## src/rtl/seg_scan_ctrl.sv

```systemverilog
// seg_scan_ctrl
// Time-multiplexing controller for an N_DIGITS common-anode seven-segment
// display. A double-buffered display word is walked one digit at a time. Each
// digit gets a BLANK gap, with all anodes off, followed by a SHOW window with
// its anode on. The nibble and the hex/BCD mode for the digit are presented to
// the external decoder from the start of its BLANK gap, so the decoder has
// settled before the anode lights.
//
// Ports
//   clk          system clock
//   reset        synchronous, active-high reset
//   value        display word; digit k = value[4k+3:4k]
//   hex_in       1 = hex, 0 = BCD (staged with value)
//   dp_in        decimal-point enables, 1 = point on (staged with value)
//   lzb_en       leading-zero blanking enable (staged with value)
//   update       one-cycle strobe that stages value/hex_in/dp_in/lzb_en
//   digit_nibble nibble for the decoder
//   hex_trigger  mode for the decoder
//   AN           anodes, active low
//   DP           decimal-point cathode, active low
//   digit_idx    currently selected digit
//   frame_done   one-cycle pulse in the last SHOW cycle of digit N_DIGITS-1
//   pending      a staged update is waiting for the next frame boundary
module seg_scan_ctrl #(
  parameter int N_DIGITS     = 8,
  parameter int REFRESH_DIV  = 100000,
  parameter int BLANK_CYCLES = 16
) (
  input  logic                        clk,
  input  logic                        reset,
  input  logic [4*N_DIGITS-1:0]       value,
  input  logic                        hex_in,
  input  logic [N_DIGITS-1:0]         dp_in,
  input  logic                        lzb_en,
  input  logic                        update,
  output logic [3:0]                  digit_nibble,
  output logic                        hex_trigger,
  output logic [N_DIGITS-1:0]         AN,
  output logic                        DP,
  output logic [$clog2(N_DIGITS)-1:0] digit_idx,
  output logic                        frame_done,
  output logic                        pending
);

  localparam int IDX_W   = $clog2(N_DIGITS);
  localparam int CNT_MAX = (REFRESH_DIV > BLANK_CYCLES) ? REFRESH_DIV : BLANK_CYCLES;
  localparam int CNT_W   = (CNT_MAX > 1) ? $clog2(CNT_MAX) : 1;

  localparam logic [0:0] ST_BLANK = 1'b0;
  localparam logic [0:0] ST_SHOW  = 1'b1;

  localparam logic [CNT_W-1:0] BLANK_LAST = CNT_W'(BLANK_CYCLES - 1);
  localparam logic [CNT_W-1:0] SHOW_LAST  = CNT_W'(REFRESH_DIV - 1);
  localparam logic [IDX_W-1:0] IDX_LAST   = IDX_W'(N_DIGITS - 1);

  logic [0:0]            state_r;
  logic [CNT_W-1:0]      cnt_r;
  logic [4*N_DIGITS-1:0] value_act_r, value_stg_r;
  logic                  hex_act_r, hex_stg_r;
  logic [N_DIGITS-1:0]   dp_act_r, dp_stg_r;
  logic                  lzb_act_r, lzb_stg_r;

  logic [0:0]            state_nxt_s;
  logic [CNT_W-1:0]      cnt_nxt_s;
  logic [IDX_W-1:0]      idx_nxt_s;
  logic [4*N_DIGITS-1:0] value_act_nxt_s;
  logic                  hex_act_nxt_s;
  logic [N_DIGITS-1:0]   dp_act_nxt_s;
  logic                  lzb_act_nxt_s;
  logic [N_DIGITS-1:0]   an_nxt_s;
  logic                  dp_nxt_s;
  logic                  load_digit_s;
  logic                  frame_done_nxt_s;

  // Selects the nibble of digit k from a display word.
  function automatic logic [3:0] nibble_at(input logic [4*N_DIGITS-1:0] v,
                                           input logic [IDX_W-1:0] k);
    return v[int'(k)*4 +: 4];
  endfunction

  // A digit is blanked when it and every more-significant digit are zero;
  // digit 0 always lights so a zero word still shows "0".
  function automatic logic is_suppressed(input logic [4*N_DIGITS-1:0] v,
                                         input logic lzb,
                                         input logic [IDX_W-1:0] k);
    logic upper_zero;
    upper_zero = 1'b1;
    for (int i = 0; i < N_DIGITS; i++) begin
      if ((i >= int'(k)) && (v[i*4 +: 4] != 4'h0)) begin
        upper_zero = 1'b0;
      end
    end
    return lzb && (k != {IDX_W{1'b0}}) && upper_zero;
  endfunction

  // Scan FSM next-state: BLANK gap, SHOW window, advance digit.
  always_comb begin
    state_nxt_s = state_r;
    cnt_nxt_s   = cnt_r + CNT_W'(1);
    idx_nxt_s   = digit_idx;
    case (state_r)
      ST_BLANK: begin
        if (cnt_r == BLANK_LAST) begin
          state_nxt_s = ST_SHOW;
          cnt_nxt_s   = {CNT_W{1'b0}};
        end else begin
          cnt_nxt_s   = cnt_r + CNT_W'(1);
        end
      end
      ST_SHOW: begin
        if (cnt_r == SHOW_LAST) begin
          state_nxt_s = ST_BLANK;
          cnt_nxt_s   = {CNT_W{1'b0}};
          idx_nxt_s   = (digit_idx == IDX_LAST) ? {IDX_W{1'b0}} : digit_idx + IDX_W'(1);
        end else begin
          cnt_nxt_s   = cnt_r + CNT_W'(1);
        end
      end
      default: begin
        state_nxt_s = ST_BLANK;
        cnt_nxt_s   = {CNT_W{1'b0}};
      end
    endcase
  end

  // Active-buffer swap at the frame boundary; an update landing exactly on the
  // boundary bypasses staging so it is not delayed by a whole frame.
  always_comb begin
    value_act_nxt_s = value_act_r;
    hex_act_nxt_s   = hex_act_r;
    dp_act_nxt_s    = dp_act_r;
    lzb_act_nxt_s   = lzb_act_r;
    if (frame_done) begin
      if (update) begin
        value_act_nxt_s = value;
        hex_act_nxt_s   = hex_in;
        dp_act_nxt_s    = dp_in;
        lzb_act_nxt_s   = lzb_en;
      end else if (pending) begin
        value_act_nxt_s = value_stg_r;
        hex_act_nxt_s   = hex_stg_r;
        dp_act_nxt_s    = dp_stg_r;
        lzb_act_nxt_s   = lzb_stg_r;
      end else begin
        value_act_nxt_s = value_act_r;
      end
    end else begin
      value_act_nxt_s = value_act_r;
    end
  end

  // Output decode from next-cycle values so the registered outputs line up
  // with the state they describe.
  always_comb begin
    an_nxt_s = {N_DIGITS{1'b1}};
    dp_nxt_s = 1'b1;
    if ((state_nxt_s == ST_SHOW) &&
        !is_suppressed(value_act_nxt_s, lzb_act_nxt_s, idx_nxt_s)) begin
      an_nxt_s[idx_nxt_s] = 1'b0;
      dp_nxt_s            = ~dp_act_nxt_s[idx_nxt_s];
    end else begin
      dp_nxt_s = 1'b1;
    end
    load_digit_s     = (state_r == ST_SHOW) && (state_nxt_s == ST_BLANK);
    frame_done_nxt_s = (state_nxt_s == ST_SHOW) && (cnt_nxt_s == SHOW_LAST) &&
                       (idx_nxt_s == IDX_LAST);
  end

  // State, buffers and registered outputs.
  always_ff @(posedge clk) begin
    if (reset) begin
      state_r      <= ST_BLANK;
      cnt_r        <= {CNT_W{1'b0}};
      digit_idx    <= {IDX_W{1'b0}};
      value_act_r  <= {(4*N_DIGITS){1'b0}};
      hex_act_r    <= 1'b0;
      dp_act_r     <= {N_DIGITS{1'b0}};
      lzb_act_r    <= 1'b0;
      value_stg_r  <= {(4*N_DIGITS){1'b0}};
      hex_stg_r    <= 1'b0;
      dp_stg_r     <= {N_DIGITS{1'b0}};
      lzb_stg_r    <= 1'b0;
      pending      <= 1'b0;
      AN           <= {N_DIGITS{1'b1}};
      DP           <= 1'b1;
      digit_nibble <= 4'h0;
      hex_trigger  <= 1'b0;
      frame_done   <= 1'b0;
    end else begin
      state_r     <= state_nxt_s;
      cnt_r       <= cnt_nxt_s;
      digit_idx   <= idx_nxt_s;
      value_act_r <= value_act_nxt_s;
      hex_act_r   <= hex_act_nxt_s;
      dp_act_r    <= dp_act_nxt_s;
      lzb_act_r   <= lzb_act_nxt_s;
      if (update) begin
        value_stg_r <= value;
        hex_stg_r   <= hex_in;
        dp_stg_r    <= dp_in;
        lzb_stg_r   <= lzb_en;
      end
      if (frame_done) begin
        pending <= 1'b0;
      end else if (update) begin
        pending <= 1'b1;
      end
      AN         <= an_nxt_s;
      DP         <= dp_nxt_s;
      frame_done <= frame_done_nxt_s;
      if (load_digit_s) begin
        digit_nibble <= nibble_at(value_act_nxt_s, idx_nxt_s);
        hex_trigger  <= hex_act_nxt_s;
      end
    end
  end

endmodule

```

## config.mk

```make
export PLATFORM = sky130hd
export DESIGN_NAME = seg_scan_ctrl
export DESIGN_NICKNAME = d
export VERILOG_FILES = /design/src/rtl/seg_scan_ctrl.sv
export SDC_FILE = /design/constraint.sdc
export NUM_CORES = 1
export LEC_CHECK = 0
export CORE_ASPECT_RATIO = 1.4
export CORE_MARGIN = 2
export CORE_UTILIZATION = 40
export DETAILED_ROUTE_END_ITERATION = 6
export HOLD_SLACK_MARGIN = 0.02
export PLACE_DENSITY_LB_ADDON = 0.2
export SYNTH_ARGS = -nofsm -noshare
export SYNTH_HDL_FRONTEND = slang
export SYNTH_SLANG_ARGS = --single-unit
```

## constraint.sdc

```tcl
create_clock -name clk -period 2.4 [get_ports clk]
set_input_delay 0.48 -clock clk [delete_from_list [all_inputs] [get_ports clk]]
set_output_delay 0.48 -clock clk [all_outputs]
set_load 0.01 [all_outputs]
```

==> flow_summary.json, run 1 <==
{
  "final_hold_viol_count": 0,
  "period_needed_ns": 2.51,
  "grt.overflow.total": 0,
  "drc": 0,
  "design.portCount": 64,
  "synth_commonest_cells": "dfxtp_1, nor2_1, mux2i_1",
  "violations": "negative setup slack",
  "area_growth_pct": 44.3,
  "grt_usage_pct": 24.0,
  "vias": 5648,
  "worst_path_max_delay_cell": "or4_4",
  "viasPerCell": 5.40,
  "die_width_um": 106,
  "hold_buffers": 0,
  "synth_top_area_share_pct": 41.7,
  "worstPathArrival_ns": 2.81,
  "r2r_cells": 9,
  "max_slew_margin_pct": 64.1,
  "endpoint_kind": "register",
  "firstDrtPassIters": 6,
  "r2r_setup_slack_ns": -0.11,
  "synth-async-reset-ratio_pct": 0,
  "holdWs_ns": 0.485,
  "rsz0062_at_grt": "true",
  "tns_ns": -0.404,
  "ys_types": 67,
  "min_period_over_period_pct": 104,
  "ir_worst_vdd_uv": 404,
  "worst_ep_required_time_ns": 2.70,
  "ys_warn_count": 0,
  "startpoint": "cnt_r[5]",
  "synth_area_mm2": 0.00580,
  "syn_nets": 724,
  "finalNonFillerCells": 1045,
  "leakagePower_nw": 3.44,
  "drt-total-wl_mm": 18.0,
  "clockBufferDepth": 2,
  "fin_ws_ns": -0.105,
  "critical_path.cell_chain": "or4_4 -> nor3_4 -> nand2_2 -> mux2i_4 -> buf_6 -> mux2i_1 -> a2111oi_0 -> a221oi_1 -> nand4_1",
  "gp_congestion": 0.937,
  "root_buffer": "clkbuf_16",
  "placedCellCount": 1007,
  "regToRegEndpoint": "DP",
  "endpoint": "DP",
  "ys_seq_area_share_pct": 41.7,
  "rows": 52,
  "wl_per_cell_um": 17.3,
  "die_h_um": 147,
  "setup_violations": 9,
  "synthTopCellsByArea": "dfxtp_1, mux2i_1, nor2_1",
  "grt_pass1_vias": 5747,
  "h-tree-depth": 4,
  "grt_antenna_before_repair": 0,
  "dp_slack_ns": -0.314,
  "cts_sinks": 121,
  "core_region_area_mm2": 0.0143,
  "synth_area_leader_cell": "dfxtp_1",
  "ys_ff_latch": 121,
  "final_layout_size_suffix_gt1_share_pct": 25.1,
  "io_buffers": 63,
  "max_freq_mhz": 399,
  "hold_path.class": "reg2reg",
  "maxCapViolCount": 0,
  "cp_slowest_stage_delay_ns": 0.58,
  "drt_iter0_markers": 298,
  "die_area_mm2": 0.0155,
  "syn_inst": 676,
  "critical_path_class": "reg2reg",
  "finalPower_mw": 5.01,
  "skew_ns": 0.00591,
  "synth_most_common_cell": "dfxtp_1",
  "numCtsBuffers": 17,
  "synth_enable_flop_cells": 0,
  "slew_violations": 0,
  "worst_slew_pin_slew_ns": 0.533,
  "synth_area_per_cell_um2": 8.59,
  "grt_pass1_wl_mm": 29.1,
  "start_util_pct": 40.6,
  "cp_max_fo": 4,
  "cts_tree": "built",
  "grt_start_max_net_pins": 34,
  "r2r_start": "cnt_r[5]",
  "ant_nets": 0,
  "hpwlAfterDp_mm": 13.3,
  "final_nets": 891,
  "clock_latency_ns": 0.43,
  "status": "finished with violations",
  "path_clk_slew_ns": 0.06,
  "start_kind": "register",
  "synth_flop_cell": "dfxtp_1",
  "p_per_area_mw_per_mm2": 598,
  "n_antenna_cell": 0
}
-- metal layers --
layer / GRT usage, % / vias to the layer above / share of wire [%]
met5: 0 / - / 0
met4: 10.8 / 0 / 3.2
met3: 5.40 / 50 / 4.5
met2: 42.3 / 153 / 52
met1: 27.4 / 2684 / 40
li1: - / 2761 / -
-- flip-flops by register name, summed over array words and instances, names as in the netlist, 3 cells and up --
signal	flops
value_stg_r	32
digit_nibble	4
dp_stg_r	8
digit_idx	3
AN	8
cnt_r	17
value_act_r	32
dp_act_r	8
-- layout by cell type, fill, tap and decap left out, types with 10 or more instances in the layout --
| master | instances |
|---|---|
| a21oi_1 | 34 |
| and2_1 | 22 |
| buf_4 | 118 |
| clkbuf_16 | 17 |
| clkdlybuf4s50_1 | 61 |
| dfxtp_1 | 118 |
| inv_1 | 12 |
| mux2i_1 | 47 |
| nand2_1 | 27 |
| nand3_1 | 22 |
| nor2_1 | 116 |
| o21ai_0 | 25 |
| o22ai_1 | 32 |
| xor2_1 | 10 |
-- logic make-up (layout without fill, tap and decap cells) --
group / after synthesis / after routing / share of synthesized area, %
AOI/OAI and AO/OA: 157 / 157 / 17.6
xor gates and xnor gates: 17 / 17 / 2.57
adders and majority gates: 3 / 3 / 0.647
buffers and inverters: 59 / 239 / 4.44
DFF: 121 / 121 / 41.7
muxes: 54 / 54 / 9.81
and+or+nand+nor: 265 / 265 / 23.2
-- metrics by stage --
stage | area, µm² | util [%]
floorplan | 5810 | -
global placement | 7460 | 52.1
detailed placement | 7460 | 52.1
CTS | 8210 | 57.4
global route | 8380 | 58.5
finish | 8380 | 58.5
-- worst min path at each step --
stage | slack (ns) | end | from | cells past startpoint
global route | 0.52 | value_stg_r[8] | value_stg_r[8] | 2
floorplan | 0.44 | cnt_r[0] | cnt_r[0] | 1
CTS | 0.49 | dp_stg_r[1] | dp_stg_r[1] | 2
global placement | 0.46 | dp_act_r[0] | dp_act_r[0] | 2
detailed placement | 0.48 | dp_stg_r[1] | dp_stg_r[1] | 2
finish | 0.49 | value_stg_r[22] | value_stg_r[22] | 2
-- final cells by class --
type,count,area (µm²)
Clock buffer,23,478
Clock inverter,9,120
Fill cell,1280,5940
Inverter,12,45.0
Multi-Input combinational cell,496,3350
Sequential cell,121,2430
Tap cell,189,236
Timing Repair Buffer,195,1720
-- critical path: cells and delay by family (launching register included) --
kind	cells	cell delay (ns)
compound gates	2	0.34
buf+inv	1	0.16
flops	1	0.32
mux	2	0.54
simple gates	4	1.01
-- timing repair --
action	CTS	global route
gates resized for setup	31	24
pin swaps	8	4
gates cloned	0	0
endpoints found under the setup margin	14	16
hold endpoints to repair	0	0
buffers inserted	1	7
-- report_power, final --
part | switching [mW] | internal (mW)
sequential | 0.0239 | 2.06
clock | 0.890 | 1.70
combinational | 0.160 | 0.172
(Power assumes the default switching activity.)
==> run 2: changes to the inputs <==
--- a/config.mk
+++ b/config.mk
@@ -9,7 +9,6 @@
 export CORE_MARGIN = 2
 export CORE_UTILIZATION = 40
 export DETAILED_ROUTE_END_ITERATION = 6
-export HOLD_SLACK_MARGIN = 0.02
 export PLACE_DENSITY_LB_ADDON = 0.2
 export SYNTH_ARGS = -nofsm -noshare
 export SYNTH_HDL_FRONTEND = slang
==> results of run 2 <==
The final DEF is identical to that of run 1; final timing and power are the same.
==> run 3: changes to the inputs <==
--- a/config.mk
+++ b/config.mk
@@ -7,7 +7,7 @@
 export LEC_CHECK = 0
 export CORE_ASPECT_RATIO = 1.4
 export CORE_MARGIN = 2
-export CORE_UTILIZATION = 40
+export CORE_UTILIZATION = 48
 export DETAILED_ROUTE_END_ITERATION = 6
 export PLACE_DENSITY_LB_ADDON = 0.2
 export SYNTH_ARGS = -nofsm -noshare
==> constraint.sdc (replaced) <==
create_clock -name clk -period 3.22 [get_ports clk]
set_input_delay 0.644 -clock clk [delete_from_list [all_inputs] [get_ports clk]]
set_output_delay 0.644 -clock clk [all_outputs]
set_load 0.01 [all_outputs]
==> flow_summary.json, run 3 (synthesis results as in run 1) <==
{
  "ir_worst_vdd_uv": 310,
  "grt_pass1_wl_mm": 26.1,
  "hpwlAfterDp_mm": 11.5,
  "net-switching-power_uw": 814,
  "pwr-share-clk_pct": 52.2,
  "crit_buf_inv": 1,
  "p_int_mw": 2.90,
  "period_needed_ns": 2.96,
  "root_buffer": "clkbuf_16",
  "maxCapViolCount": 0,
  "endpoint_kind": "register",
  "regToRegEndpoint": "DP",
  "critical_path_class": "reg2reg",
  "min_period_over_period_pct": 91.9,
  "clockBufferDepth": 2,
  "start_kind": "register",
  "firstDrtPassIters": 5,
  "n_fill_cell": 1034,
  "design.portCount": 64,
  "tns_ns": 0,
  "grt_antenna_before_repair": 0,
  "cp_max_fo": 9,
  "post_cts.repair.setup_buffers": 0,
  "grt_start_max_net_pins": 39,
  "worst_slew_pin_slew_ns": 0.673,
  "cp_slowest_stage_delay_ns": 0.48,
  "final_nets": 789,
  "final_layout_size_suffix_gt1_share_pct": 11.1,
  "worst_path_max_delay_cell": "a31oi_1",
  "final_hold_viol_count": 0,
  "drt_iter0_markers": 363,
  "max_slew_margin_pct": 54.5,
  "leakagePower_nw": 2.86,
  "viasPerCell": 5.86,
  "slew_violations": 0,
  "critical_path.cell_chain": "ha_1 -> nand3_1 -> nor3_2 -> nand2_1 -> buf_4 -> and3_1 -> a31oi_1 -> nor2_1 -> a221oi_1 -> nand4_1",
  "endpoint": "DP",
  "grt_usage_pct": 25.0,
  "drt-total-wl_mm": 16.0,
  "gp_congestion": 1.00,
  "die_width_um": 96.9,
  "p_per_area_mw_per_mm2": 514,
  "seqPwrFrac_pct": 41.9,
  "io_buffers": 63,
  "numCtsBuffers": 17,
  "n_antenna_cell": 0,
  "placedCellCount": 869,
  "startpoint": "cnt_r[0]",
  "utilization_pct": 61.2,
  "worstPathArrival_ns": 3.24,
  "status": "completed",
  "hold_path.class": "reg2reg",
  "worst_ep_required_time_ns": 3.50,
  "reg_top3": "value_act_r (32), value_stg_r (32), cnt_r (17)",
  "pwr-share-comb_pct": 5.9,
  "ant_nets": 0,
  "area_growth_pct": 24.5,
  "wl_per_cell_um": 17.8,
  "final_common_cell": "dfxtp_1",
  "layout_common_cells": "dfxtp_1, nor2_1, clkdlybuf4s50_1, mux2i_1, a21oi_1",
  "start_util_pct": 49.1,
  "ctsResizeCount": 0,
  "grt_pass1_vias": 5115,
  "seq_area_mm2": 0.00242,
  "cts_tree": "built",
  "critPathTopFamily": "simple AND/OR/NAND/NOR gates",
  "cp.depth": 10,
  "drc": 0,
  "setup_violations": 0,
  "r2r_setup_slack_ns": 0.26,
  "die_area_mm2": 0.0130,
  "hold_buffers": 0,
  "finalNonFillerCells": 901,
  "swShare_pct": 21.9,
  "skew_ns": 0.0108,
  "finalPower_mw": 3.71,
  "rows": 47,
  "max_freq_mhz": 338,
  "r2r_cells": 10,
  "rsz0062_at_grt": "false",
  "cts_sinks": 121,
  "core_region_area_mm2": 0.0118,
  "vias": 5280,
  "r2r_start": "cnt_r[0]",
  "path_clk_slew_ns": 0.06,
  "grt.overflow.total": 0,
  "die_h_um": 134,
  "clock_latency_ns": 0.42,
  "multi_input_area_mm2": 0.00312,
  "h-tree-depth": 4
}
## run 3: cell types whose count changed in the layout (fill, tap and decap cells not counted), moves of 3 or more
cell	delta
buf_4	-88
buf_6	-7
buf_12	-6
a2111oi_0	+3
a21oi_1	+3
clkinv_2	-3
clkinv_4	+3
dfxtp_1	+3
dfxtp_2	-3
## run 3: routing by layer
metal / GRT usage, % / wire length [µm]
met5: 0 / 0
met4: 10.3 / 480
met3: 4.43 / 578
met2: 44.5 / 8260
met1: 29.5 / 6730
## run 3: worst min-delay path by stage
stage | startpoint | endpoint | depth (start not counted)
2_1_floorplan | cnt_r[0] | cnt_r[0] | 1
3_3_place_gp | dp_act_r[0] | dp_act_r[0] | 2
3_5_place_dp | dp_act_r[0] | dp_act_r[0] | 2
4_1_cts | dp_act_r[0] | dp_act_r[0] | 2
5_1_grt | hex_trigger | hex_trigger | 1
6_report | dp_act_r[0] | dp_act_r[0] | 2
## run 3: worst reg2reg max path, cell delays in order (launching register included)
cell and delay (ns):
dfxtp_1 0.41, ha_1 0.29, nand3_1 0.21, nor3_2 0.23
nand2_1 0.28, buf_4 0.25, and3_1 0.17, a31oi_1 0.48
nor2_1 0.09, a221oi_1 0.28, nand4_1 0.15
## run 3: metrics by stage
| stage | hold slack [ns] | setup WS, ns | instance area (µm²) |
|---|---|---|---|
| floorplan | 0.442 | 0.600 | 5800 |
| global placement | 0.451 | 0.238 | 6620 |
| detailed placement | 0.472 | 0.226 | 6620 |
| CTS | 0.480 | 0.211 | 7230 |
| global route | 0.513 | 0.0598 | 7230 |
| finish | 0.476 | 0.260 | 7230 |
## run 3: cell type report
| cell class | instances | share of cell area, % |
|---|---|---|
| clock buffers | 21 | 6.37 |
| clock inverters | 11 | 2.03 |
| inverters | 12 | 0.623 |
| multi-input cells | 496 | 43.2 |
| flip-flops and latches | 121 | 33.5 |
| well taps | 147 | 2.54 |
| repair buffers | 93 | 11.7 |
## run 3: power by group through the flow
stage          registers (mW)  clock network, mW  logic (mW)
2_1_floorplan            1.58                  0       0.127
3_3_place_gp             1.58                  0       0.214
3_5_place_dp             1.59                  0       0.219
4_1_cts                  1.55               1.96       0.221
5_1_grt                  1.56               2.03       0.240
6_report                 1.55               1.94       0.219
